### config.mk
export PLATFORM = sky130hd
export DESIGN_NAME = sm2_modred_flat
export DESIGN_NICKNAME = d
export VERILOG_FILES = /design/src/rtl/sm2_modred_if.sv /design/src/rtl/sm2_modred.sv /design/src/flat_wrapper.sv
export SDC_FILE = /design/constraint.sdc
export NUM_CORES = 2
export LEC_CHECK = 0
export CORE_MARGIN = 1.5
export CORE_UTILIZATION = 40
export CTS_BUF_LIST = sky130_fd_sc_hd__clkbuf_8
export DETAILED_ROUTE_END_ITERATION = 10
export DONT_BUFFER_PORTS = 1
export SLEW_MARGIN = 20
export SYNTH_ARGS = -nofsm -noshare
export SYNTH_HDL_FRONTEND = slang
export SYNTH_SLANG_ARGS = --single-unit
### constraint.sdc
create_clock -name clk -period 6.2 [get_ports clk]
set_input_delay 0.62 -clock clk [delete_from_list [all_inputs] [get_ports clk]]
set_output_delay 0.62 -clock clk [all_outputs]
set_load 0.005 [all_outputs]
### src/rtl/sm2_modred_if.sv
// Purpose : handshake/bus bundle between a mul256 producer and sm2_modred.
// Latency : none, wires only.
// Backpressure: none; the producer watches busy/done and re-issues start edges itself.
// Signals : start (request, rising edge accepts c), c (512-bit product),
//           r (256-bit reduced result), done (one-cycle pulse), busy (operation in flight).
interface sm2_modred_if;
  logic         start;
  logic [511:0] c;
  logic [255:0] r;
  logic         done;
  logic         busy;

  // Producer side: drives the request and the operand.
  modport master (
    output start,
    output c,
    input  r,
    input  done,
    input  busy
  );

  // Reducer side: consumes the request, returns the result.
  modport slave (
    input  start,
    input  c,
    output r,
    output done,
    output busy
  );
endinterface

### src/rtl/sm2_modred.sv
// Purpose : sequential reduction of a 512-bit product modulo the SM2 prime p into [0, p-1].
// Latency : ND + nf + 2 cycles from the accepting edge to done (nf = 0..2 fold cycles);
//           fixed at ND + 4 when SM2_MODRED_CONST_TIME_EN is defined.
// Backpressure: none; a start edge arriving while an operation is in flight is dropped.
//
// Ports   : clk  - system clock, rising edge
//           rstn - asynchronous active-low reset; aborts any operation in flight
//           bus  - sm2_modred_if.slave: start/c in, r/done/busy out
// Params  : DIG_W - digit width per DIGIT cycle, 16 or 32; ND = 512 / DIG_W
// Macro   : SM2_MODRED_CONST_TIME_EN - data-independent timing (two FOLD cycles always)
//
// Reduction uses 2^256 == 2^224 + 2^96 - 2^64 + 1 (mod p): anything above bit 255 is
// folded back into the low 256 bits with shifts and adds only.
module sm2_modred #(
  parameter int DIG_W = 32
) (
  input  logic        clk,
  input  logic        rstn,
  sm2_modred_if.slave bus
);

  localparam int ND = 512 / DIG_W;
  localparam int CW = $clog2(ND);
  localparam int XW = 260 + DIG_W;

  localparam logic [CW-1:0] CNT_LAST = CW'(ND - 1);
  localparam logic [CW-1:0] CNT_ONE  = CW'(1);

  localparam logic [259:0] P_EXT = {4'h0,
    256'hFFFFFFFE_FFFFFFFF_FFFFFFFF_FFFFFFFF_FFFFFFFF_00000000_FFFFFFFF_FFFFFFFF};

  typedef enum logic [2:0] {
    S_IDLE,
    S_DIGIT,
    S_FOLD,
    S_SUB,
    S_OUT
  } state_t;

  state_t state;
  state_t state_nx;

  logic          start_q;
  logic [511:0]  sreg;
  logic [CW-1:0] dig_cnt;
  logic [259:0]  acc;
  logic [255:0]  r_q;
  logic          done_q;
  logic          busy_q;
`ifdef SM2_MODRED_CONST_TIME_EN
  logic          fold_cnt;
`endif

  logic          accept;
  logic          last_dig;
  logic [259:0]  acc_dig;
  logic [259:0]  acc_fold;
  logic [259:0]  acc_min_p;
  logic          acc_ge_p;

  // One fold step: split x at bit 256 into t (high) and lo, then
  // lo + t*2^224 + t*2^96 - t*2^64 + t. The t*2^224 term always dominates
  // t*2^64, so the 260-bit result never goes negative. The accumulator never
  // reaches 2^260 (the first digit only contributes DIG_W bits), so 260 bits
  // hold every intermediate without truncation.
  function automatic logic [259:0] fold(input logic [XW-1:0] x);
    logic [259:0] t;
    logic [259:0] lo;
    t  = {{(256 - DIG_W){1'b0}}, x[XW-1:256]};
    lo = {4'h0, x[255:0]};
    return lo + (t << 224) + (t << 96) - (t << 64) + t;
  endfunction

  // Only a fresh rising edge of start, and only when idle, begins an operation.
  assign accept   = bus.start & ~start_q & (state == S_IDLE);
  assign last_dig = (dig_cnt == CNT_LAST);

  // DIGIT: shift the next most-significant digit in, then fold the overflow.
  assign acc_dig   = fold({acc, sreg[511 -: DIG_W]});
  // FOLD: same step with no new digit; only acc[259:256] feeds t.
  assign acc_fold  = fold({{DIG_W{1'b0}}, acc});
  // SUB: both the difference and the compare are always formed.
  assign acc_min_p = acc - P_EXT;
  assign acc_ge_p  = (acc >= P_EXT);

  // State register.
  always_ff @(posedge clk or negedge rstn) begin
    if (!rstn) begin
      state <= S_IDLE;
    end else begin
      state <= state_nx;
    end
  end

  // Next-state logic.
  always_comb begin
    state_nx = state;
    case (state)
      S_IDLE: begin
        if (accept) begin
          state_nx = S_DIGIT;
        end
      end
      S_DIGIT: begin
        if (last_dig) begin
`ifdef SM2_MODRED_CONST_TIME_EN
          state_nx = S_FOLD;
`else
          // Skip FOLD entirely when the last digit left no overflow.
          state_nx = (acc_dig[259:256] != 4'h0) ? S_FOLD : S_SUB;
`endif
        end
      end
      S_FOLD: begin
`ifdef SM2_MODRED_CONST_TIME_EN
        // Exactly two fold cycles; a fold with t = 0 leaves acc unchanged.
        if (fold_cnt) begin
          state_nx = S_SUB;
        end
`else
        // Leave as soon as this fold clears the overflow bits (at most twice).
        if (acc_fold[259:256] == 4'h0) begin
          state_nx = S_SUB;
        end
`endif
      end
      S_SUB: begin
        state_nx = S_OUT;
      end
      S_OUT: begin
        state_nx = S_IDLE;
      end
      default: begin
        state_nx = S_IDLE;
      end
    endcase
  end

  // Datapath and registered outputs.
  always_ff @(posedge clk or negedge rstn) begin
    if (!rstn) begin
      start_q  <= 1'b0;
      sreg     <= '0;
      dig_cnt  <= '0;
      acc      <= '0;
      r_q      <= '0;
      done_q   <= 1'b0;
      busy_q   <= 1'b0;
`ifdef SM2_MODRED_CONST_TIME_EN
      fold_cnt <= 1'b0;
`endif
    end else begin
      start_q <= bus.start;
      done_q  <= (state == S_OUT);

      // busy covers the done cycle; an accept in that same cycle keeps it high.
      if (accept) begin
        busy_q <= 1'b1;
      end else if (done_q) begin
        busy_q <= 1'b0;
      end

      case (state)
        S_IDLE: begin
          if (accept) begin
            sreg    <= bus.c;
            acc     <= '0;
            dig_cnt <= '0;
          end
        end
        S_DIGIT: begin
          acc      <= acc_dig;
          sreg     <= {sreg[511-DIG_W:0], {DIG_W{1'b0}}};
          dig_cnt  <= dig_cnt + CNT_ONE;
`ifdef SM2_MODRED_CONST_TIME_EN
          fold_cnt <= 1'b0;
`endif
        end
        S_FOLD: begin
          acc      <= acc_fold;
`ifdef SM2_MODRED_CONST_TIME_EN
          fold_cnt <= ~fold_cnt;
`endif
        end
        S_SUB: begin
          // acc < 2^256 < 2p here, so one conditional subtraction is enough.
          if (acc_ge_p) begin
            acc <= acc_min_p;
          end
        end
        S_OUT: begin
          // Old result stays visible until this operation's own done.
          r_q <= acc[255:0];
        end
        default: begin
        end
      endcase
    end
  end

  assign bus.r    = r_q;
  assign bus.done = done_q;
  assign bus.busy = busy_q;

endmodule

### src/flat_wrapper.sv
// flat-port wrapper written by rule: the top's interface ports become plain ports
module sm2_modred_flat 
#(
  parameter int DIG_W = 32
)
  (clk, rstn, bus_start, bus_c, bus_r, bus_done, bus_busy);
  sm2_modred_if bus_i ();
  input  logic clk;
  input  logic rstn;
  input wire logic [$bits(bus_i.start)-1:0] bus_start;
  input wire logic [$bits(bus_i.c)-1:0] bus_c;
  output wire logic [$bits(bus_i.r)-1:0] bus_r;
  output wire logic [$bits(bus_i.done)-1:0] bus_done;
  output wire logic [$bits(bus_i.busy)-1:0] bus_busy;
  assign bus_i.start = bus_start;
  assign bus_i.c = bus_c;
  assign bus_r = bus_i.r;
  assign bus_done = bus_i.done;
  assign bus_busy = bus_i.busy;
  sm2_modred #(.DIG_W(DIG_W)) u_core (.clk(clk), .rstn(rstn), .bus(bus_i));
endmodule
-- Yosys cells after proc, flatten, opt, wreduce, memory -nomap -nowiden
Index checks and enable logic that the tools add are counted.
- add/subtract/negate cells: 10
- multipliers: 0
- div/mod/pow operators: 0
- magnitude comparators: 1
- equality and inequality tests: 9
- shifts and indexed selects: 0
- muxes and demuxes: 14
- bitwise logic cells: 3
- reduce and logical (&&, ||, !) cells: 9
- operators by type and width (operator ; count):
    $pmux W260 S4 ; 1
    $pmux W512 S2 ; 1
    $mux W260 ; 2
    $mux W512 ; 1
    $add A256 B260 Y260 ; 1
    $add A260 B100 Y260 ; 1
    $add A260 B132 Y260 ; 1
    $add A260 B36 Y260 ; 1
    $add A260 B4 Y260 ; 1
    $ge A260 B256 Y1 const B ; 1
    $sub A260 B100 Y260 ; 1
    $sub A260 B256 Y260 const B ; 1
    $sub A260 B68 Y260 ; 1
    $add A256 B228 Y257 ; 1
    $pmux W3 S4 ; 1
    $mux W3 ; 3
    $ne A2 B1 Y1 const B ; 4
    $pmux W4 S2 ; 1
    $reduce_bool A4 Y1 ; 2
    $eq A3 B2 Y1 const B ; 2
    $reduce_and A3 Y1 ; 2
    $add A4 B1 Y4 const B ; 1
    $eq A4 B4 Y1 const B ; 1
    $logic_not A4 Y1 ; 1
    9 further kinds ; 13
- bits in registers: 1038
- bits in latches: 0
- RAM bits: 0
- ROM bits: 0
- input bits: 515
- output and inout port bits: 258
- logic and storage cells: 54
- memories kept: 0

-- Depth between registers and ports, before layout
- word-level depth: 8
- depth in mapped cells: 25
- gate-level depth less buffers: 23

-- Worst setup path after synthesis
Ideal clock, no wire load.
- path kind: reg2reg
- start point: register u_core.acc[256]
- end point: register u_core.state[0]
- setup time: 92 ps
- arrival time: 4743 ps
- data required time: 6108 ps
- slack: 1365 ps
- cell stages (with the launch flop): 21
- path buffers: 1
- clock period less this slack: 4835 ps
- path through: dfrtp_1 ha_1 inv_1 fa_1 nor2b_1 o21a_1 nor2_1 clkbuf_1 nor2_1 xnor2_1 inv_1 ha_1 and3_1 nand2_1 or4_1 nor4b_1 nand3_1 o211a_1 a41o_2 or3_4 o31ai_2
- word-level cells in the longest chain between the ends: 8
- elaborated cells on any way between the ends: 15
- those cells by class: 8 x add/sub; 1 x eq/ne; 3 x mux; 3 x reduce/logical
- ends and longest elaborated chain (element ; RTL line ; source):
    from (decl) ; sm2_modred.sv:46 ; logic [259:0] acc;
    from (signal assigned) ; sm2_modred.sv:172 ; acc <= acc_dig;
    from (signal assigned) ; sm2_modred.sv:180 ; acc <= acc_fold;
    from (signal assigned) ; sm2_modred.sv:188 ; acc <= acc_min_p;
    $add A256 B260 Y260 ; sm2_modred.sv:71 ; return lo + (t << 224) + (t << 96) - (t << 64) + t;
    $add A260 B132 Y260 ; sm2_modred.sv:71 ;
    $sub A260 B100 Y260 ; sm2_modred.sv:71 ;
    $add A260 B36 Y260 ; sm2_modred.sv:71 ;
    $reduce_bool A4 Y1 ; sm2_modred.sv:110 ; state_nx = (acc_dig[259:256] != 4'h0) ? S_FOLD : S_SUB;
    $mux W1 ; sm2_modred.sv:110 ;
    $mux W3 ; sm2_modred.sv:105 ; if (last_dig) begin
    $pmux W3 S4 ; sm2_modred.sv:98 ; case (state)
    to (signal assigned) ; sm2_modred.sv:91 ; state <= state_nx;
    to (decl) ; sm2_modred.sv:40 ; state_t state;
Several ways; a longest one is shown, not always the timed one. The select of a mux whose other input is x is not followed.
A chain may end at the register's enable or synchronous reset.

-- Worst setup path in the final report
- start point: register u_core.acc[233]
- end point: register u_core.acc[230]
- word-level cells in the longest chain between the ends: 4
- elaborated cells on any way between the ends: 7
- those cells by class: 3 x add/sub; 1 x order compare; 1 x eq/ne; 1 x mux; 1 x reduce/logical
- ends and longest elaborated chain (element ; RTL line ; source):
    $add A260 B132 Y260 ; sm2_modred.sv:71 ;
    $sub A260 B100 Y260 ; sm2_modred.sv:71 ;
    $add A260 B36 Y260 ; sm2_modred.sv:71 ;
    $pmux W260 S4 ; sm2_modred.sv:163 ; case (state)
Several ways; a longest one is shown, not always the timed one.

==> metrics.yaml <==
yosys:
  synth_area_leader_cell: "dfrtp_1"
  async_flop_share_pct: 100
  synth_cell_types: 105
  synth_edf_count: 0
  syn_area_per_cell_sq_um: 7.55
  synthCells: 12000
  ys_dominant_reg_cell: "dfrtp_1"
  synth-seq-cells: 1038
  syn-num-nets: 13300
  syn_area_sq_um: 90600
  seq_area_frac_synth_pct: 28.7
  ys.warnings.count: 0
  synth.area.top_cells: "dfrtp_1 (29%), ha_1 (10%), nand2_1 (7.9%)"
  yosys.cell_count.top_type: "nand2_1"
  synthTopCellsByCount: "nand2_1 (1,905), nor2_1 (1,163), dfrtp_1 (1,038)"
  yosysTopAreaCellShare_pct: 28.7
worst_setup_path:
  crit_path_end_kind: "flip-flop"
  r2r_start: "u_core.acc[233]"
  worstPathRequired_ps: 7070
  crit_fanout: 6
  worst_setup_path_start_kind: "flip-flop"
  worstSetupPathType: "flip-flop to flip-flop"
  cp-startpoint: "u_core.acc[233]"
  crit_arrival_ps: 7190
finish:
  n_fill_cell: 22200
  layout-drive-gt1-share_pct: 11.4
  area_delta_synth_final_pct: 19.1
  nNetsFinal: 14000
route:
  firstDrtPassIters: 10
  viasPerCell: 6.53
  drt-initial-drc-count: 14600
  num_vias: 104000
  wl_mm: 557
  antenna_left: 0
  avgRoutedWirePerCell_microns: 34.8
  drcViolationCount: 0
global_routing:
  grt_pass1_wl_mm: 765
  track_usage_pct: 46.6
  grt_max_degree: 196
  top_usage_layer: "met2"
  grt_overflow: 0
  grt_pass1_vias: 100000
  met1_usage_pct: 56.0
  antenna_found_initial: 55
  globalRouteMet2Util_pct: 70.5
  grtUsageMet3_pct: 10.1
sta:
  fin_ws_ps: -120
  max_freq_mhz: 158
  setup_viol: 2
  slew_viol_final: 0
  maxSlewHeadroom_pct: 14.6
  hold_viol: 0
  fin_tns_setup_ps: -219
  worst_pin_slew_ps: 1280
  finalCritPeriodShare_pct: 102
  skew_ps: 104
  min_period_ps: 6320
  grt_setup_unrepaired: "no"
clocking:
  clock-sinks: 1038
  insertion_delay_ps: 1080
  cts-root-buf: "clkbuf_8"
  htree_num_levels: 4
  cts_tree: "built"
  clk_pin_slew_ps: 70
  cts_inserted_buffers: 198
  clk_path_buf_depth: 3
place:
  post-dp-hpwl_mm: 444
  routabilityCongestion: 1.10
  port_buffers: 0
floorplanning:
  io_pins: 773
  die_y_microns: 479
  fp-row-count: 174
  start_util_pct: 40.3
  die_area_sq_um: 229000
  coreArea_sq_um: 225000
  dieWidth_microns: 479
run_status:
  violations: "setup timing"
  status: "complete, but fails checks"
worst_hold_path:
  hp-start: "bus_start"
  hp-class: "primary input to flip-flop"
job:
  max_cap_viol_count: 0
[critical path, cell delays in order (launching register included)]
cell	delay [ps]
dfrtp_1	480
inv_1	170
ha_1	320
inv_1	40
ha_1	360
a21oi_1	170
o21ai_0	190
a221oi_1	490
a21oi_1	270
o2111ai_1	570
nand3b_1	210
a21o_1	290
buf_4	200
a21oi_1	280
o21ai_0	120
buf_4	170
a21boi_0	700
o21ai_0	440
xnor2_1	520
o21ai_0	130
[final cells by class]
| type | instances | area [sq um] | area share (%) |
|---|---|---|---|
| inverter | 681 | 2560 | 2.37 |
| clock buffer | 242 | 3330 | 3.09 |
| multi-input combinational | 9563 | 59400 | 55.0 |
| tap | 2992 | 3740 | 3.47 |
| clock inverter | 116 | 1140 | 1.06 |
| sequential | 1038 | 26000 | 24.1 |
| timing repair buffer | 1296 | 11700 | 10.8 |
| antenna | 48 | 120 | 0.111 |
[metrics by stage]
step,utilization [%],cell area [sq um],instances,setup WS [ps],hold slack [ps]
2_1_floorplan,-,90600,12000,1370,324
3_3_place_gp,43.6,98200,15100,2.82,482
3_5_place_dp,43.6,98200,15100,17.7,486
4_1_cts,47.9,108000,15900,19.3,100
5_1_grt,47.9,108000,16000,2.37,134
6_report,48.0,108000,16000,-120,178
[cells by family after synthesis]
group | Yosys count | share of synthesized area [%]
multiplexers | 268 | 3.32
AND/OR/NAND/NOR | 4368 | 21.4
XOR/XNOR | 628 | 6.09
AO/OA/AOI/OAI | 3543 | 24.1
buffers and inverters | 1410 | 5.99
adder cells (fa/ha/maj) | 756 | 10.5
flip-flops | 1038 | 28.7
[state kept, by name, indices dropped and copies added, names as in the netlist]
register         count
u_core.acc         260
u_core.state         3
u_core.dig_cnt       4
u_core.bus.done      1
u_core.start_q       1
u_core.bus.busy      1
u_core.sreg        512
u_core.bus.r       256
[layout by cell type (no fill, tap or decap), drive strengths merged, types with 149 or more instances in the layout]
cell type / netlist / layout
a21oi: 1023 / 1023
clkbuf: 701 / 242
dfrtp: 1038 / 1038
nand4: 296 / 296
a21o: 180 / 180
ha: 745 / 745
nor2: 1164 / 1164
buf: 28 / 782
o22ai: 149 / 149
dlygate4sd3: 0 / 514
nor3: 200 / 200
inv: 681 / 741
o21ai: 793 / 793
a31oi: 559 / 559
nand3: 254 / 254
nand2: 1906 / 1906
xor2: 226 / 226
xnor2: 402 / 402
mux2: 259 / 259
[layer usage]
metal  wire length (microns)  vias to the layer above
met5                     167                        -
met4                   58800                       22
met3                   54100                     1808
met2                  237000                     7261
met1                  206000                    50800
li1                        -                    44400
[path summary, 6_finish.rpt]
kind | end | slack (ps) | cells after the start
min in group asynchronous | u_core.bus.r[98] | 230 | 2
max | u_core.acc[230] | -120 | 19
max reg2reg | u_core.acc[230] | -120 | 19
min reg2reg | u_core.sreg[23] | 500 | 2
min | u_core.start_q | 180 | 1
max in group asynchronous | u_core.sreg[296] | 4370 | 3
[repair_timing]
action / 4_1_cts / 5_1_grt
buffers inserted: 0 / 0
hold buffers: 514 / 0
endpoints found under the setup margin: 0 / 6
resized for setup: 0 / 6
hold endpoints to repair: 598 / 0
Power is left out: the tool's default activity adds up to more than one toggle a clock period on the data nets, which glitch-free logic cannot reach.
